[config.mk]
export PLATFORM = sky130hd
export DESIGN_NAME = ext_dram_responder_flat
export DESIGN_NICKNAME = d
export VERILOG_FILES = /design/src/rtl/ext_dram_responder_if.sv /design/src/rtl/ext_dram_responder.sv /design/src/flat_wrapper.sv
export SDC_FILE = /design/constraint.sdc
export NUM_CORES = 1
export LEC_CHECK = 0
export CAP_MARGIN = 20
export CORE_MARGIN = 2
export CORE_UTILIZATION = 45
export CTS_CLUSTER_SIZE = 12
export DETAILED_ROUTE_END_ITERATION = 8
export PLACE_DENSITY = 0.82
export REMOVE_ABC_BUFFERS = 1
export SKIP_CTS_REPAIR_TIMING = 1
export SLEW_MARGIN = 20
export SYNTH_ARGS = -nofsm -noshare
export SYNTH_HDL_FRONTEND = slang
export SYNTH_SLANG_ARGS = --single-unit
[constraint.sdc]
create_clock -name clk -period 5 [get_ports clk]
set_input_delay 1.25 -clock clk [delete_from_list [all_inputs] [get_ports clk]]
set_output_delay 1.25 -clock clk [all_outputs]
set_load 0.01 [all_outputs]
[src/rtl/ext_dram_responder_if.sv]
// Bus bundle between an ext_dram client, the responder and the sdram back end.
// The slave view belongs to the responder; the master view is the client/back-end side.
interface ext_dram_responder_if #(
    parameter int MEM_ADDR_BITS = 22,
    parameter int XLEN          = 32
);
    logic [MEM_ADDR_BITS-1:0] ext_dram_mem_addr;
    logic                     ext_dram_mem_read_en;
    logic                     ext_dram_mem_write_en;
    logic [XLEN/8-1:0]        ext_dram_mem_byte_enable;
    logic [XLEN-1:0]          ext_dram_mem_write_data;
    logic                     ext_dram_ack;
    logic [XLEN-1:0]          ext_dram_mem_read_data;

    logic [MEM_ADDR_BITS+1:0] sdram_addr;
    logic                     sdram_read;
    logic                     sdram_write;
    logic [XLEN/8-1:0]        sdram_byteenable;
    logic [XLEN-1:0]          sdram_writedata;
    logic                     sdram_waitrequest;
    logic                     sdram_readdatavalid;
    logic [XLEN-1:0]          sdram_readdata;

    modport slave (
        input  ext_dram_mem_addr, ext_dram_mem_read_en, ext_dram_mem_write_en,
        input  ext_dram_mem_byte_enable, ext_dram_mem_write_data,
        output ext_dram_ack, ext_dram_mem_read_data,
        output sdram_addr, sdram_read, sdram_write, sdram_byteenable, sdram_writedata,
        input  sdram_waitrequest, sdram_readdatavalid, sdram_readdata
    );

    modport master (
        output ext_dram_mem_addr, ext_dram_mem_read_en, ext_dram_mem_write_en,
        output ext_dram_mem_byte_enable, ext_dram_mem_write_data,
        input  ext_dram_ack, ext_dram_mem_read_data,
        input  sdram_addr, sdram_read, sdram_write, sdram_byteenable, sdram_writedata,
        output sdram_waitrequest, sdram_readdatavalid, sdram_readdata
    );
endinterface

[src/rtl/ext_dram_responder.sv]
// Single-outstanding bridge from the ext_dram word-address request port to an
// sdram-style byte-address back end with waitrequest/readdatavalid handshakes.
//
// state   | meaning
// IDLE    | no transaction; a read or write strobe is captured here
// ISSUE   | command on the back end, held until waitrequest drops
// WAIT_RD | read accepted, waiting for readdatavalid or the timeout
// ACK     | one-cycle completion pulse to the client
module ext_dram_responder #(
    parameter int MEM_ADDR_BITS = 22,
    parameter int XLEN          = 32,
    parameter int RD_TIMEOUT    = 255
) (
    input  logic                 clk,
    input  logic                 sync_reset,
    ext_dram_responder_if.slave  bus,
    output logic                 busy,
    output logic                 protocol_error
);
    typedef enum logic [1:0] {IDLE, ISSUE, WAIT_RD, ACK} state_t;

    localparam logic [15:0]     TMR_LOAD = 16'(RD_TIMEOUT - 1);
    localparam logic [XLEN-1:0] BAD_DATA = XLEN'(32'hDEADBEEF);

    state_t                   state;
    state_t                   state_nxt;
    logic                     is_write;
    logic [MEM_ADDR_BITS+1:0] addr_q;
    logic [XLEN/8-1:0]        be_q;
    logic [XLEN-1:0]          wdata_q;
    logic [XLEN-1:0]          rdata_q;
    logic [15:0]              rd_timer;
    logic                     tmr_done;
    logic                     any_strobe;
    logic                     both_strobes;
    logic                     ack;
    logic                     cmd_rd;
    logic                     cmd_wr;

    assign any_strobe   = bus.ext_dram_mem_read_en | bus.ext_dram_mem_write_en;
    assign both_strobes = bus.ext_dram_mem_read_en & bus.ext_dram_mem_write_en;
    assign tmr_done     = (rd_timer == 16'd0);

    assign bus.ext_dram_ack           = ack;
    assign bus.ext_dram_mem_read_data = rdata_q;
    assign bus.sdram_addr             = addr_q;
    assign bus.sdram_byteenable       = be_q;
    assign bus.sdram_writedata        = wdata_q;
    assign bus.sdram_read             = cmd_rd;
    assign bus.sdram_write            = cmd_wr;

    always_ff @(posedge clk) begin
        if (sync_reset) begin
            state <= IDLE;
        end else begin
            state <= state_nxt;
        end
    end

    always_comb begin
        state_nxt = state;
        busy      = (state != IDLE);
        ack       = 1'b0;
        cmd_rd    = 1'b0;
        cmd_wr    = 1'b0;
        case (state)
            IDLE: begin
                if (any_strobe) state_nxt = ISSUE;
            end
            ISSUE: begin
                cmd_rd = ~is_write;
                cmd_wr = is_write;
                if (!bus.sdram_waitrequest) state_nxt = is_write ? ACK : WAIT_RD;
            end
            WAIT_RD: begin
                if (bus.sdram_readdatavalid || tmr_done) state_nxt = ACK;
            end
            ACK: begin
                ack       = 1'b1;
                state_nxt = IDLE;
            end
            default: state_nxt = IDLE;
        endcase
    end

    always_ff @(posedge clk) begin
        if (sync_reset) begin
            is_write       <= 1'b0;
            addr_q         <= '0;
            be_q           <= '0;
            wdata_q        <= '0;
            rdata_q        <= '0;
            rd_timer       <= 16'd0;
            protocol_error <= 1'b0;
        end else begin
            // A colliding read+write resolves to the write.
            if (state == IDLE && any_strobe) begin
                is_write <= bus.ext_dram_mem_write_en;
                addr_q   <= {bus.ext_dram_mem_addr, 2'b00};
                be_q     <= bus.ext_dram_mem_byte_enable;
                wdata_q  <= bus.ext_dram_mem_write_data;
            end

            if (state == ISSUE && !bus.sdram_waitrequest && !is_write) begin
                rd_timer <= TMR_LOAD;
            end else if (state == WAIT_RD && !tmr_done) begin
                rd_timer <= rd_timer - 16'd1;
            end

            if (state == WAIT_RD) begin
                if (bus.sdram_readdatavalid) begin
                    rdata_q <= bus.sdram_readdata;
                end else if (tmr_done) begin
                    rdata_q <= BAD_DATA;
                end
            end

            if ((any_strobe && (state != IDLE || both_strobes)) ||
                (state == WAIT_RD && !bus.sdram_readdatavalid && tmr_done)) begin
                protocol_error <= 1'b1;
            end
        end
    end
endmodule

[src/flat_wrapper.sv]
// flat-port wrapper written by rule: the top's interface ports become plain ports
module ext_dram_responder_flat 
#(
    parameter int MEM_ADDR_BITS = 22,
    parameter int XLEN          = 32,
    parameter int RD_TIMEOUT    = 255
)
  (clk, sync_reset, busy, protocol_error, bus_ext_dram_mem_addr, bus_ext_dram_mem_read_en, bus_ext_dram_mem_write_en, bus_ext_dram_mem_byte_enable, bus_ext_dram_mem_write_data, bus_ext_dram_ack, bus_ext_dram_mem_read_data, bus_sdram_addr, bus_sdram_read, bus_sdram_write, bus_sdram_byteenable, bus_sdram_writedata, bus_sdram_waitrequest, bus_sdram_readdatavalid, bus_sdram_readdata);
  ext_dram_responder_if #(.MEM_ADDR_BITS(MEM_ADDR_BITS), .XLEN(XLEN)) bus_i ();
  input  logic clk;
  input  logic sync_reset;
  output logic busy;
  output logic protocol_error;
  input wire logic [$bits(bus_i.ext_dram_mem_addr)-1:0] bus_ext_dram_mem_addr;
  input wire logic [$bits(bus_i.ext_dram_mem_read_en)-1:0] bus_ext_dram_mem_read_en;
  input wire logic [$bits(bus_i.ext_dram_mem_write_en)-1:0] bus_ext_dram_mem_write_en;
  input wire logic [$bits(bus_i.ext_dram_mem_byte_enable)-1:0] bus_ext_dram_mem_byte_enable;
  input wire logic [$bits(bus_i.ext_dram_mem_write_data)-1:0] bus_ext_dram_mem_write_data;
  output wire logic [$bits(bus_i.ext_dram_ack)-1:0] bus_ext_dram_ack;
  output wire logic [$bits(bus_i.ext_dram_mem_read_data)-1:0] bus_ext_dram_mem_read_data;
  output wire logic [$bits(bus_i.sdram_addr)-1:0] bus_sdram_addr;
  output wire logic [$bits(bus_i.sdram_read)-1:0] bus_sdram_read;
  output wire logic [$bits(bus_i.sdram_write)-1:0] bus_sdram_write;
  output wire logic [$bits(bus_i.sdram_byteenable)-1:0] bus_sdram_byteenable;
  output wire logic [$bits(bus_i.sdram_writedata)-1:0] bus_sdram_writedata;
  input wire logic [$bits(bus_i.sdram_waitrequest)-1:0] bus_sdram_waitrequest;
  input wire logic [$bits(bus_i.sdram_readdatavalid)-1:0] bus_sdram_readdatavalid;
  input wire logic [$bits(bus_i.sdram_readdata)-1:0] bus_sdram_readdata;
  assign bus_i.ext_dram_mem_addr = bus_ext_dram_mem_addr;
  assign bus_i.ext_dram_mem_read_en = bus_ext_dram_mem_read_en;
  assign bus_i.ext_dram_mem_write_en = bus_ext_dram_mem_write_en;
  assign bus_i.ext_dram_mem_byte_enable = bus_ext_dram_mem_byte_enable;
  assign bus_i.ext_dram_mem_write_data = bus_ext_dram_mem_write_data;
  assign bus_ext_dram_ack = bus_i.ext_dram_ack;
  assign bus_ext_dram_mem_read_data = bus_i.ext_dram_mem_read_data;
  assign bus_sdram_addr = bus_i.sdram_addr;
  assign bus_sdram_read = bus_i.sdram_read;
  assign bus_sdram_write = bus_i.sdram_write;
  assign bus_sdram_byteenable = bus_i.sdram_byteenable;
  assign bus_sdram_writedata = bus_i.sdram_writedata;
  assign bus_i.sdram_waitrequest = bus_sdram_waitrequest;
  assign bus_i.sdram_readdatavalid = bus_sdram_readdatavalid;
  assign bus_i.sdram_readdata = bus_sdram_readdata;
  ext_dram_responder #(.MEM_ADDR_BITS(MEM_ADDR_BITS), .XLEN(XLEN), .RD_TIMEOUT(RD_TIMEOUT)) u_core (.clk(clk), .sync_reset(sync_reset), .bus(bus_i), .busy(busy), .protocol_error(protocol_error));
endmodule
==> Flow_metrics.wiki, run 1 <==
{| class="wikitable"
! Metric !! Value
|-
| Result of the run || complete, no violations
|-
| Max capacitance violation total || 0
|-
| Via total after detailed routing || 4215
|-
| Ratio of cells with drive above 1 in the final layout || 0.0649
|-
| Total wire length after detailed routing || 12500 um
|-
| Instance count after placement with tap cells included || 777
|-
| Ranking of synthesized cells by area || sky130_fd_sc_hd__dfxtp_1 (51%), sky130_fd_sc_hd__nand2_1 (11%), sky130_fd_sc_hd__a21oi_1 (7.8%)
|-
| Post-synthesis cell type with the largest combined area || sky130_fd_sc_hd__dfxtp_1
|-
| Static Leak || 2.41 nW
|-
| Worst endpoint required time || 3750 ps
|-
| Part of the power in the clock network || 0.149
|-
| Tcrit/Tclk final || 0.638
|-
| Post-synthesis instance area || 4310 um^2
|-
| CTS Buf Count || 9
|-
| Post-Place Worst Slack || 1830 ps
|-
| Area overhead of the layout relative to synthesis || 50.3%
|-
| Aggregate global routing overflow || 0
|-
| Total power after layout || 0.00329 W
|-
| Post-Route Setup TNS || 0 ps
|-
| Fmax || 0.313 GHz
|-
| Seq/Total Area, Yosys || 0.511
|-
| Wire length of the first global-routing pass || 19100 um
|-
| Part of the power in registers || 0.370
|-
| Top cells by instance count after synthesis || sky130_fd_sc_hd__nand2_1 (128), sky130_fd_sc_hd__dfxtp_1 (110), sky130_fd_sc_hd__a21oi_1 (67)
|-
| Avg WL per Cell || 15.8 um
|-
| DRC errors left || 0
|-
| Total number of yosys warnings || 0
|-
| Internal Power || 0.00199 W
|-
| Mean instance size in the synthesized netlist || 8.87 um^2
|-
| DRC violation total after the first TritonRoute iteration || 227
|-
| Vias in the first global route || 3983
|-
| Maximum fanout along the worst path || 5
|-
| Overall die area || 10400 um^2
|-
| Flip-flop and latch count after synthesis || 110
|-
| Row cnt || 35
|-
| Number of flops mapped to enable cells by yosys || 0
|-
| Sw Ratio || 0.395
|-
| Switching component of the power || 0.00130 W
|-
| Setup clock skew after layout || 9.93 ps
|-
| Area fraction of the dominant cell type after synthesis || 0.511
|-
| Drt via density || 5.32
|-
| Core outline area || 9280 um^2
|-
| Clk slew on worst S/H paths || 110 ps
|-
| GRT Resource Usage Total || 0.230
|-
| Hold Violations, Final || 0
|-
| Sink Count || 110
|-
| Antenna Violating Nets Remaining || 0
|-
| Maximum number of pins on one net before global-route repair || 71
|-
| Total iterations of the first detailed-routing run || 4
|-
| Arrival time reported for the critical path endpoint || 1940 ps
|-
| Clock latency reported for the late side of the worst-skew pair || 370 ps
|-
| Ys async rst share || 0
|-
| Number of nets in the layout || 761
|-
| Transition at the pin with the smallest max-transition slack || 939 ps
|-
| Crit Path Class || register to output port
|-
| HPWL after DPL || 9180 um
|-
| Total power per unit cell area || 508 nW/um^2
|-
| GPL Wtd Cong || 0.850
|-
| Hold WC Path Type || register to register
|-
| Startpoint type of the worst setup path || register
|-
| Initial cell density of the core || 0.465
|-
| Type of element capturing the critical path || output port
|-
| Minimum clock period || 3190 ps
|-
| DIE HEIGHT || 102 um
|-
| Die Span X || 102 um
|-
| Power share of the combinational group || 0.481
|-
| Final number of max-transition violations || 0
|-
| Most numerous cell in the Yosys netlist || sky130_fd_sc_hd__nand2_1
|-
| Maximum clock path buffer count || 2
|-
| Remaining max-slew budget at the tightest pin || 0.369
|-
| Post-route setup slack || 1810 ps
|-
| Post-Syn Instances || 486
|-
| Number of inserted filler cells in the final layout || 770
|-
| TritonCTS clock tree || yes
|-
| Antenna violations before repair || 0
|-
| Fin util || 0.698
|-
| Cell at the root of the clock tree || sky130_fd_sc_hd__clkbuf_8
|-
| Number of H-tree levels || 3
|-
| Commonest register cell after synthesis || sky130_fd_sc_hd__dfxtp_1
|-
| Post-synth cell types || 52
|-
| Worst-case vdd ir drop || 0.261 mV
|-
| I/O pin cnt || 193
|-
| Unrepaired setup endpoints after global routing || no
|-
| Port bufs || 190
|-
| Count of final setup violators || 0
|-
| Finished Layout Cells || 793
|}
## worst max-delay path, cell delays in order (launching register included)
cell and delay, ps:
sky130_fd_sc_hd__dfxtp_1 440, sky130_fd_sc_hd__inv_1 110, sky130_fd_sc_hd__ha_1 270, sky130_fd_sc_hd__inv_1 160, sky130_fd_sc_hd__clkdlybuf4s50_1 590
## cell type report
cell class,instances,area [um^2],area share
diodes,1,2.50,0.000386
clock buffers,9,124,0.0191
repair buffers,194,1970,0.303
well taps,129,161,0.0249
inverters,10,37.5,0.00579
flip-flops and latches,110,2200,0.340
clock inverters,6,47.5,0.00733
multi-input cells,334,1940,0.299
## stage by stage
stage | instance area (um^2) | hold WS, ps
2_1_floorplan | 4160 | 453
3_3_place_gp | 6250 | 442
3_5_place_dp | 6310 | 446
4_1_cts | 6480 | 462
5_1_grt | 6480 | 483
6_report | 6480 | 460
## state kept, by name, indices dropped and copies added, names as in the netlist
name,count
u_core.bus.sdram_addr,22
u_core.protocol_error,1
u_core.bus.ext_dram_mem_read_data,32
u_core.rd_timer,16
u_core.state,2
u_core.bus.sdram_writedata,32
u_core.bus.sdram_byteenable,4
u_core.is_write,1
## power by group through the flow
stage	Sequential (W)	Clock, W	Combinational (W)
finish	0.00122	0.000491	0.00159
floorplan	0.00129	0	0.000803
detailed placement	0.00123	0	0.00157
global route	0.00124	0.000538	0.00173
global placement	0.00122	0	0.00150
CTS	0.00122	0.000498	0.00158
## routing by layer
metal  part of all wire  global-route usage
met1               0.39               0.276
met2               0.54               0.416
met5                  0                   0
met4              0.027              0.0923
met3              0.045              0.0280
## cell usage in the layout, fill, tap and decap left out, types with 2 or more instances in the layout
cell type                         instances
sky130_fd_sc_hd__clkdlybuf4s50_1        189
sky130_fd_sc_hd__nand2_1                128
sky130_fd_sc_hd__dfxtp_1                110
sky130_fd_sc_hd__a21oi_1                 67
sky130_fd_sc_hd__o221a_1                 20
sky130_fd_sc_hd__nor2_1                  11
sky130_fd_sc_hd__inv_1                   10
sky130_fd_sc_hd__and3_1                   9
sky130_fd_sc_hd__clkbuf_8                 9
sky130_fd_sc_hd__a31o_2                   8
sky130_fd_sc_hd__nor4_1                   6
sky130_fd_sc_hd__ha_1                     6
sky130_fd_sc_hd__or4_1                    5
sky130_fd_sc_hd__nor3_1                   5
sky130_fd_sc_hd__nand3_1                  5
sky130_fd_sc_hd__or3_1                    5
sky130_fd_sc_hd__mux2i_1                  4
sky130_fd_sc_hd__o31ai_1                  4
sky130_fd_sc_hd__o21ai_0                  4
sky130_fd_sc_hd__a31oi_1                  4
sky130_fd_sc_hd__o221a_2                  4
sky130_fd_sc_hd__clkinvlp_4               3
sky130_fd_sc_hd__and2_1                   2
sky130_fd_sc_hd__nor2b_1                  2
sky130_fd_sc_hd__or4_4                    2
sky130_fd_sc_hd__nand3b_1                 2
sky130_fd_sc_hd__nand4b_1                 2
sky130_fd_sc_hd__nand2b_1                 2
sky130_fd_sc_hd__nand4_1                  2
sky130_fd_sc_hd__o31a_1                   2
sky130_fd_sc_hd__conb_1                   2
sky130_fd_sc_hd__buf_16                   2
sky130_fd_sc_hd__buf_4                    2
## cells by family after synthesis
logic type / count (synthesis) / synth area share
AND/OR/NAND/NOR: 196 / 0.211
AO/OA/AOI/OAI: 125 / 0.205
flip-flops: 110 / 0.511
buffers and inverters: 43 / 0.0444
adder cells (fa/ha/maj): 7 / 0.0197
multiplexers: 4 / 0.00928
other: 1 / 0.000869
## final timing paths
check	depth (start not counted)	startpoint	slack, ps	end
setup / recovery	4	u_core.state[1]	1810	busy
hold / removal	2	u_core.bus.sdram_writedata[20]	460	u_core.bus.sdram_writedata[20]
setup reg to reg	6	u_core.rd_timer[0]	2370	u_core.bus.ext_dram_mem_read_data[23]
hold reg to reg	2	u_core.bus.sdram_writedata[20]	460	u_core.bus.sdram_writedata[20]
Note: power is estimated with default switching activity, not from simulation.
==> run 2, diff against run 1 <==
CORE_UTILIZATION = 38   (was 45)
PLACE_DENSITY = 0.73   (was 0.82)
clock period = 2.6 ns   (was 5 ns; I/O delays follow)
==> Flow_metrics.wiki, run 2 (synthesized netlist as in run 1, its figures left out) <==
{| class="wikitable"
! Metric !! Value
|-
| Part of the power in registers || 0.341 (-0.029)
|-
| DRC violation total after the first TritonRoute iteration || 288 (+27%)
|-
| Unrepaired setup endpoints after global routing || no
|-
| CTS Buf Count || 9 (unchanged)
|-
| Total power per unit cell area || 1040 nW/um^2 (+100%)
|-
| Buffers & Inverters on Critical Path || 2 (-1)
|-
| Die Span X || 111 um (+8.5%)
|-
| Hold WC Path Type || register to register
|-
| Port bufs || 190 (unchanged)
|-
| Total iterations of the first detailed-routing run || 4 (unchanged)
|-
| Stages on worst setup path || 4 (unchanged)
|-
| Count of final setup violators || 0 (unchanged)
|-
| Switching component of the power || 0.00252 W (+94%)
|-
| Power share of the combinational group || 0.452 (-0.029)
|-
| Setup clock skew after layout || 9.22 ps (-0.703 ps)
|-
| Post-Route Setup TNS || 0 ps (unchanged)
|-
| Sw Ratio || 0.366 (-0.0296)
|-
| HPWL after DPL || 9340 um (+1.8%)
|-
| Static Leak || 2.51 nW (+4.1%)
|-
| Initial cell density of the core || 0.394 (-0.0702)
|-
| Transition at the pin with the smallest max-transition slack || 844 ps (-95.4 ps)
|-
| Ordered list of cells on the worst path || inv_1, ha_1, nor2b_1, clkdlybuf4s50_1
|-
| Maximum number of pins on one net before global-route repair || 71 (unchanged)
|-
| Total wire length after detailed routing || 12800 um (+2.6%)
|-
| Part of the power in the clock network || 0.207 (+0.058)
|-
| Worst-case vdd ir drop || 0.698 mV (+170%)
|-
| GPL Wtd Cong || 0.860 (+1.2%)
|-
| Max capacitance violation total || 0 (unchanged)
|-
| Type of element capturing the critical path || output port
|-
| Hold Violations, Final || 0 (unchanged)
|-
| Avg WL per Cell || 15.9 um (+0.42%)
|-
| Area overhead of the layout relative to synthesis || 54.4%
|-
| Final worst hold slack || 453 ps (-6.57 ps)
|-
| Antenna diodes || 0 (-1)
|-
| Clk slew on worst S/H paths || 70 ps (-40 ps)
|-
| Wire length of the first global-routing pass || 20900 um (+9.2%)
|-
| Cell at the root of the clock tree || sky130_fd_sc_hd__clkbuf_16
|-
| Arrival time reported for the critical path endpoint || 1790 ps (-150 ps)
|-
| Antenna Violating Nets Remaining || 0 (unchanged)
|-
| TritonCTS clock tree || yes
|-
| Core outline area || 10900 um^2 (+18%)
|-
| Maximum clock path buffer count || 2 (unchanged)
|-
| Total power after layout || 0.00689 W (+110%)
|-
| Finished Layout Cells || 810 (+2.1%)
|-
| GRT Resource Usage Total || 0.209 (-0.0205)
|-
| Antenna violations before repair || 0 (unchanged)
|-
| Startpoint type of the worst setup path || register
|-
| Highest-delay cell along the critical path || sky130_fd_sc_hd__clkdlybuf4s50_1
|-
| Commonest non-fill, non-tap cell in the layout || sky130_fd_sc_hd__clkdlybuf4s50_1
|-
| Overall die area || 12200 um^2 (+18%)
|-
| Vias in the first global route || 4201 (+5.5%)
|-
| Row cnt || 38 (+8.6%)
|-
| Final number of max-transition violations || 0 (unchanged)
|-
| Sink Count || 110 (unchanged)
|-
| Final non-filler cell area || 6660 um^2 (+2.7%)
|-
| I/O pin cnt || 193 (unchanged)
|-
| Clock latency reported for the late side of the worst-skew pair || 350 ps (-20 ps)
|-
| Drt via density || 5.26 (-1.0%)
|-
| Crit Path Class || register to output port
|-
| Fmax || 0.410 GHz
|-
| Post-placement cell area || 6350 um^2 (+0.61%)
|-
| Aggregate global routing overflow || 0 (unchanged)
|-
| Slowest Stage Delay on Critical Path || 590 ps (about the same)
|-
| Cell family with the largest share of critical-path delay || buffers and inverters
|-
| Commonest cells after routing, fill and taps aside || sky130_fd_sc_hd__clkdlybuf4s50_1 (188), sky130_fd_sc_hd__nand2_1 (128), sky130_fd_sc_hd__dfxtp_1 (109)
|-
| Tcrit/Tclk final || 0.938
|-
| Remaining max-slew budget at the tightest pin || 0.437 (+0.0682)
|-
| Worst hold stages || 2 (unchanged)
|-
| Maximum fanout along the worst path || 5 (unchanged)
|-
| DIE HEIGHT || 111 um (+8.5%)
|-
| Worst endpoint required time || 1950 ps (-1800 ps)
|-
| Ratio of cells with drive above 1 in the final layout || 0.0731 (+0.00828)
|-
| Via total after detailed routing || 4262 (+1.1%)
|-
| DRC errors left || 0 (unchanged)
|-
| Number of H-tree levels || 3 (unchanged)
|-
| Result of the run || complete, no violations
|-
| Minimum clock period || 2440 ps
|-
| Worst reg2reg path depth || 7 (+1)
|-
| Instance count after placement with tap cells included || 795 (+2.3%)
|-
| Number of nets in the layout || 768 (+0.92%)
|-
| Internal Power || 0.00437 W (+120%)
|}
==> run 2: cell types whose count changed in the layout (fill, tap and decap cells not counted), sizes merged <==
cell and change:
inv -2, dlymetal6s2s +1, buf +7, bufinv +2, clkdlybuf4s50 -1, diode -1, clkinvlp -2, clkbuf +2
==> run 2: worst min-delay path, cell delays in order, from the launching register on <==
cell	delay, ps
sky130_fd_sc_hd__dfxtp_1	310
sky130_fd_sc_hd__nand2_1	50
sky130_fd_sc_hd__a21oi_1	50
==> run 2: metrics by stage <==
step / util / setup WS, ps
floorplan: - / -330
detailed placement: 0.581 / 264
CTS: 0.608 / 54.3
global route: 0.609 / 45.6
global placement: 0.581 / 363
finish: 0.609 / 160
==> run 2: per-layer routing <==
metal	vias up	wire length, um	GRT usage
met3	16	679	0.0543
li1	2074	-	-
met4	0	252	0.0875
met1	2048	5150	0.233
met2	124	6760	0.377
met5	-	0	0
==> run 2: power by group through the flow <==
stage               registers (W)  logic, W  clock network (W)
floorplan                 0.00249   0.00154                  0
global route              0.00240   0.00338            0.00153
global placement          0.00235   0.00301                  0
detailed placement        0.00238   0.00310                  0
CTS                       0.00234   0.00312            0.00147
finish                    0.00235   0.00311            0.00143
==> run 2: layout make-up <==
class | instances | area [um^2]
clock buffer | 11 | 233
clock inverter | 4 | 72.6
fill | 994 | 4280
inverter | 10 | 37.5
multi-input combinational | 334 | 1940
sequential | 110 | 2200
tap | 140 | 175
timing repair buffer | 201 | 1990
==> run 2: path summary, 6_finish.rpt <==
kind	endpoint	slack (ps)	from
worst max-delay path	bus_sdram_read	160	u_core.state[1]
worst min-delay path	u_core.bus.sdram_addr[21]	450	u_core.bus.sdram_addr[21]
worst max register to register	u_core.bus.ext_dram_mem_read_data[15]	230	u_core.rd_timer[0]
worst min register to register	u_core.bus.sdram_addr[21]	450	u_core.bus.sdram_addr[21]
==> run 3, diff against run 2 <==
--- a/config.mk
+++ b/config.mk
@@ -12,5 +12,4 @@
 export DETAILED_ROUTE_END_ITERATION = 8
 export PLACE_DENSITY = 0.73
-export REMOVE_ABC_BUFFERS = 1
 export SKIP_CTS_REPAIR_TIMING = 1
 export SLEW_MARGIN = 20
==> constraint.sdc (replaced) <==
create_clock -name clk -period 2.6 [get_ports clk]
set_input_delay 0.65 -clock clk [delete_from_list [all_inputs] [get_ports clk]]
set_output_delay 0.65 -clock clk [all_outputs]
set_load 0.05 [all_outputs]
==> Flow_metrics.wiki, run 3 (synthesized netlist as in run 1, its figures left out) <==
{| class="wikitable"
! Metric !! Value
|-
| Row cnt || 38 (unchanged)
|-
| Commonest non-fill, non-tap cell in the layout || sky130_fd_sc_hd__clkdlybuf4s50_1
|-
| Commonest cells after routing, fill and taps aside || sky130_fd_sc_hd__clkdlybuf4s50_1 (186), sky130_fd_sc_hd__nand2_1 (128), sky130_fd_sc_hd__dfxtp_1 (110)
|-
| Startpoint type of the worst setup path || register
|-
| Setup clock skew after layout || 4.43 ps (-4.79 ps)
|-
| Sw Ratio || 0.455 (+0.0892)
|-
| Hold Violations, Final || 0 (unchanged)
|-
| Crit Path Class || register to output port
|-
| DIE HEIGHT || 111 um (unchanged)
|-
| Number of H-tree levels || 3 (unchanged)
|-
| Tcrit/Tclk final || 0.930 (-0.00873)
|-
| TritonCTS clock tree || yes
|-
| Arrival time reported for the critical path endpoint || 1770 ps (-20 ps)
|-
| Part of the power in the clock network || 0.164 (-0.043)
|-
| Maximum number of pins on one net before global-route repair || 48 (-32%)
|-
| Static Leak || 2.50 nW (-0.35%)
|-
| I/O pin cnt || 193 (unchanged)
|-
| Wire length of the first global-routing pass || 20700 um (-0.89%)
|-
| Transition at the pin with the smallest max-transition slack || 735 ps (-109 ps)
|-
| Maximum fanout along the worst path || 5 (unchanged)
|-
| Cell at the root of the clock tree || sky130_fd_sc_hd__clkbuf_16
|-
| Avg WL per Cell || 15.6 um (-1.4%)
|-
| Vias in the first global route || 4148 (-1.3%)
|-
| Remaining max-slew budget at the tightest pin || 0.509 (+0.0722)
|-
| Via total after detailed routing || 4280 (+0.42%)
|-
| GPL Wtd Cong || 0.813 (-5.5%)
|-
| Reg-to-Reg Start || u_core.rd_timer[0]
|-
| Clock latency reported for the late side of the worst-skew pair || 340 ps (about the same)
|-
| Slack of the worst reg-to-reg path || 190 ps (-40 ps)
|-
| Overall die area || 12200 um^2 (unchanged)
|-
| Antenna violations before repair || 0 (unchanged)
|-
| DRC errors left || 0 (unchanged)
|-
| CTS Buf Count || 9 (unchanged)
|-
| Aggregate global routing overflow || 0 (unchanged)
|-
| Number of nets in the layout || 770 (+0.26%)
|-
| Initial cell density of the core || 0.394 (unchanged)
|-
| Power share of the combinational group || 0.534 (+0.082)
|-
| Fmax || 0.414 GHz (+0.94%)
|-
| Total iterations of the first detailed-routing run || 4 (unchanged)
|-
| HPWL after DPL || 9430 um (+0.92%)
|-
| Type of element capturing the critical path || output port
|-
| Die Span X || 111 um (unchanged)
|-
| Maximum clock path buffer count || 2 (unchanged)
|-
| Port bufs || 190 (unchanged)
|-
| Crit Reg-Reg Endpoint || u_core.bus.ext_dram_mem_read_data[21]
|-
| Core outline area || 10900 um^2 (unchanged)
|-
| DRC violation total after the first TritonRoute iteration || 217 (-25%)
|-
| Minimum clock period || 2420 ps (-22.7 ps)
|-
| Hold worst-path end || u_core.bus.sdram_addr[23]
|-
| Drt via density || 5.27 (+0.17%)
|-
| Sink Count || 110 (unchanged)
|-
| Post-Route Setup TNS || 0 ps (unchanged)
|-
| Worst-case vdd ir drop || 0.631 mV (-9.5%)
|-
| Total power after layout || 0.00778 W (+13%)
|-
| Area overhead of the layout relative to synthesis || 53.9%
|-
| Worst reg2reg path depth || 7 (unchanged)
|-
| Worst hold stages || 2 (unchanged)
|-
| Result of the run || complete, no violations
|-
| Total power per unit cell area || 1170 nW/um^2 (+13%)
|-
| Hold WC Path Type || register to register
|-
| Hold Startpoint || u_core.bus.sdram_addr[23]
|-
| Antenna Violating Nets Remaining || 0 (unchanged)
|-
| GRT Resource Usage Total || 0.203 (-0.00589)
|-
| Internal Power || 0.00424 W (-3.0%)
|-
| Part of the power in registers || 0.302 (-0.039)
|-
| Unrepaired setup endpoints after global routing || no
|-
| Switching component of the power || 0.00354 W (+40%)
|-
| Antenna diodes || 0 (unchanged)
|-
| Max capacitance violation total || 0 (unchanged)
|-
| Worst endpoint required time || 1950 ps (about the same)
|-
| Number of inserted filler cells in the final layout || 922 (-7.2%)
|-
| Total wire length after detailed routing || 12700 um (-1.2%)
|-
| Ratio of cells with drive above 1 in the final layout || 0.0789 (+0.00573)
|-
| Count of final setup violators || 0 (unchanged)
|-
| Clk slew on worst S/H paths || 70 ps (about the same)
|-
| Final number of max-transition violations || 0 (unchanged)
|}
## run 3: cell types whose count changed in the layout (fill, tap and decap cells not counted)
cell	previous run	this run
sky130_fd_sc_hd__buf_4	10	14
sky130_fd_sc_hd__bufinv_16	2	0
sky130_fd_sc_hd__clkdlybuf4s50_1	188	186
sky130_fd_sc_hd__buf_12	1	2
sky130_fd_sc_hd__clkbuf_8	0	1
sky130_fd_sc_hd__clkinv_4	0	1
sky130_fd_sc_hd__dfxtp_1	109	110
sky130_fd_sc_hd__dfxtp_2	1	0
sky130_fd_sc_hd__dlymetal6s2s_1	1	0
## run 3: critical path, cell delays in order (launching register included)
cell and delay, ps:
sky130_fd_sc_hd__dfxtp_1 400, sky130_fd_sc_hd__ha_1 190, sky130_fd_sc_hd__clkdlybuf4s50_1 840
## run 3: final cells by class
class | count | area [um^2] | share of cell area
Clock buffer | 12 | 246 | 0.0371
Clock inverter | 3 | 21.3 | 0.00321
Inverter | 10 | 37.5 | 0.00566
Multi-Input combinational cell | 334 | 1940 | 0.293
Sequential cell | 110 | 2200 | 0.332
Tap cell | 140 | 175 | 0.0264
Timing Repair Buffer | 203 | 2010 | 0.303
## run 3: worst max-delay path by stage
stage | start | endpoint | slack [ps] | depth (start not counted)
after floorplan | u_core.rd_timer[0] | u_core.bus.ext_dram_mem_read_data[0] | 370 | 8
after global placement | u_core.rd_timer[0] | u_core.bus.ext_dram_mem_read_data[3] | 280 | 7
after detailed placement | u_core.rd_timer[0] | u_core.bus.ext_dram_mem_read_data[21] | 220 | 7
after CTS | u_core.state[1] | bus_ext_dram_ack | 160 | 2
after global routing | u_core.rd_timer[0] | u_core.bus.ext_dram_mem_read_data[18] | 60 | 7
final | u_core.state[1] | bus_ext_dram_ack | 180 | 2
## run 3: layer usage
metal / up-vias / share of wire / routed length, um / track usage
met5: - / 0 / 0 / 0
met2: 189 / 0.46 / 5810 / 0.335
li1: 2086 / - / - / -
met3: 14 / 0.11 / 1440 / 0.102
met4: 0 / 0.014 / 179 / 0.0558
met1: 1991 / 0.42 / 5270 / 0.234
## run 3: stage by stage
step	utilization	instance area [um^2]	hold slack, ps	worst slack [ps]	std cells
detailed placement	0.582	6370	448	223	797
floorplan	-	4320	453	366	487
finish	0.607	6640	453	183	812
global route	0.607	6640	474	59.2	812
global placement	0.582	6370	441	276	797
CTS	0.607	6640	457	163	812
## run 3: power by group through the flow
stage / clock (W) / combinational (W) / sequential, W
3_3_place_gp: 0 / 0.00406 / 0.00236
6_report: 0.00127 / 0.00415 / 0.00235
2_1_floorplan: 0 / 0.00176 / 0.00341
3_5_place_dp: 0 / 0.00413 / 0.00238
5_1_grt: 0.00137 / 0.00442 / 0.00240
4_1_cts: 0.00131 / 0.00415 / 0.00235
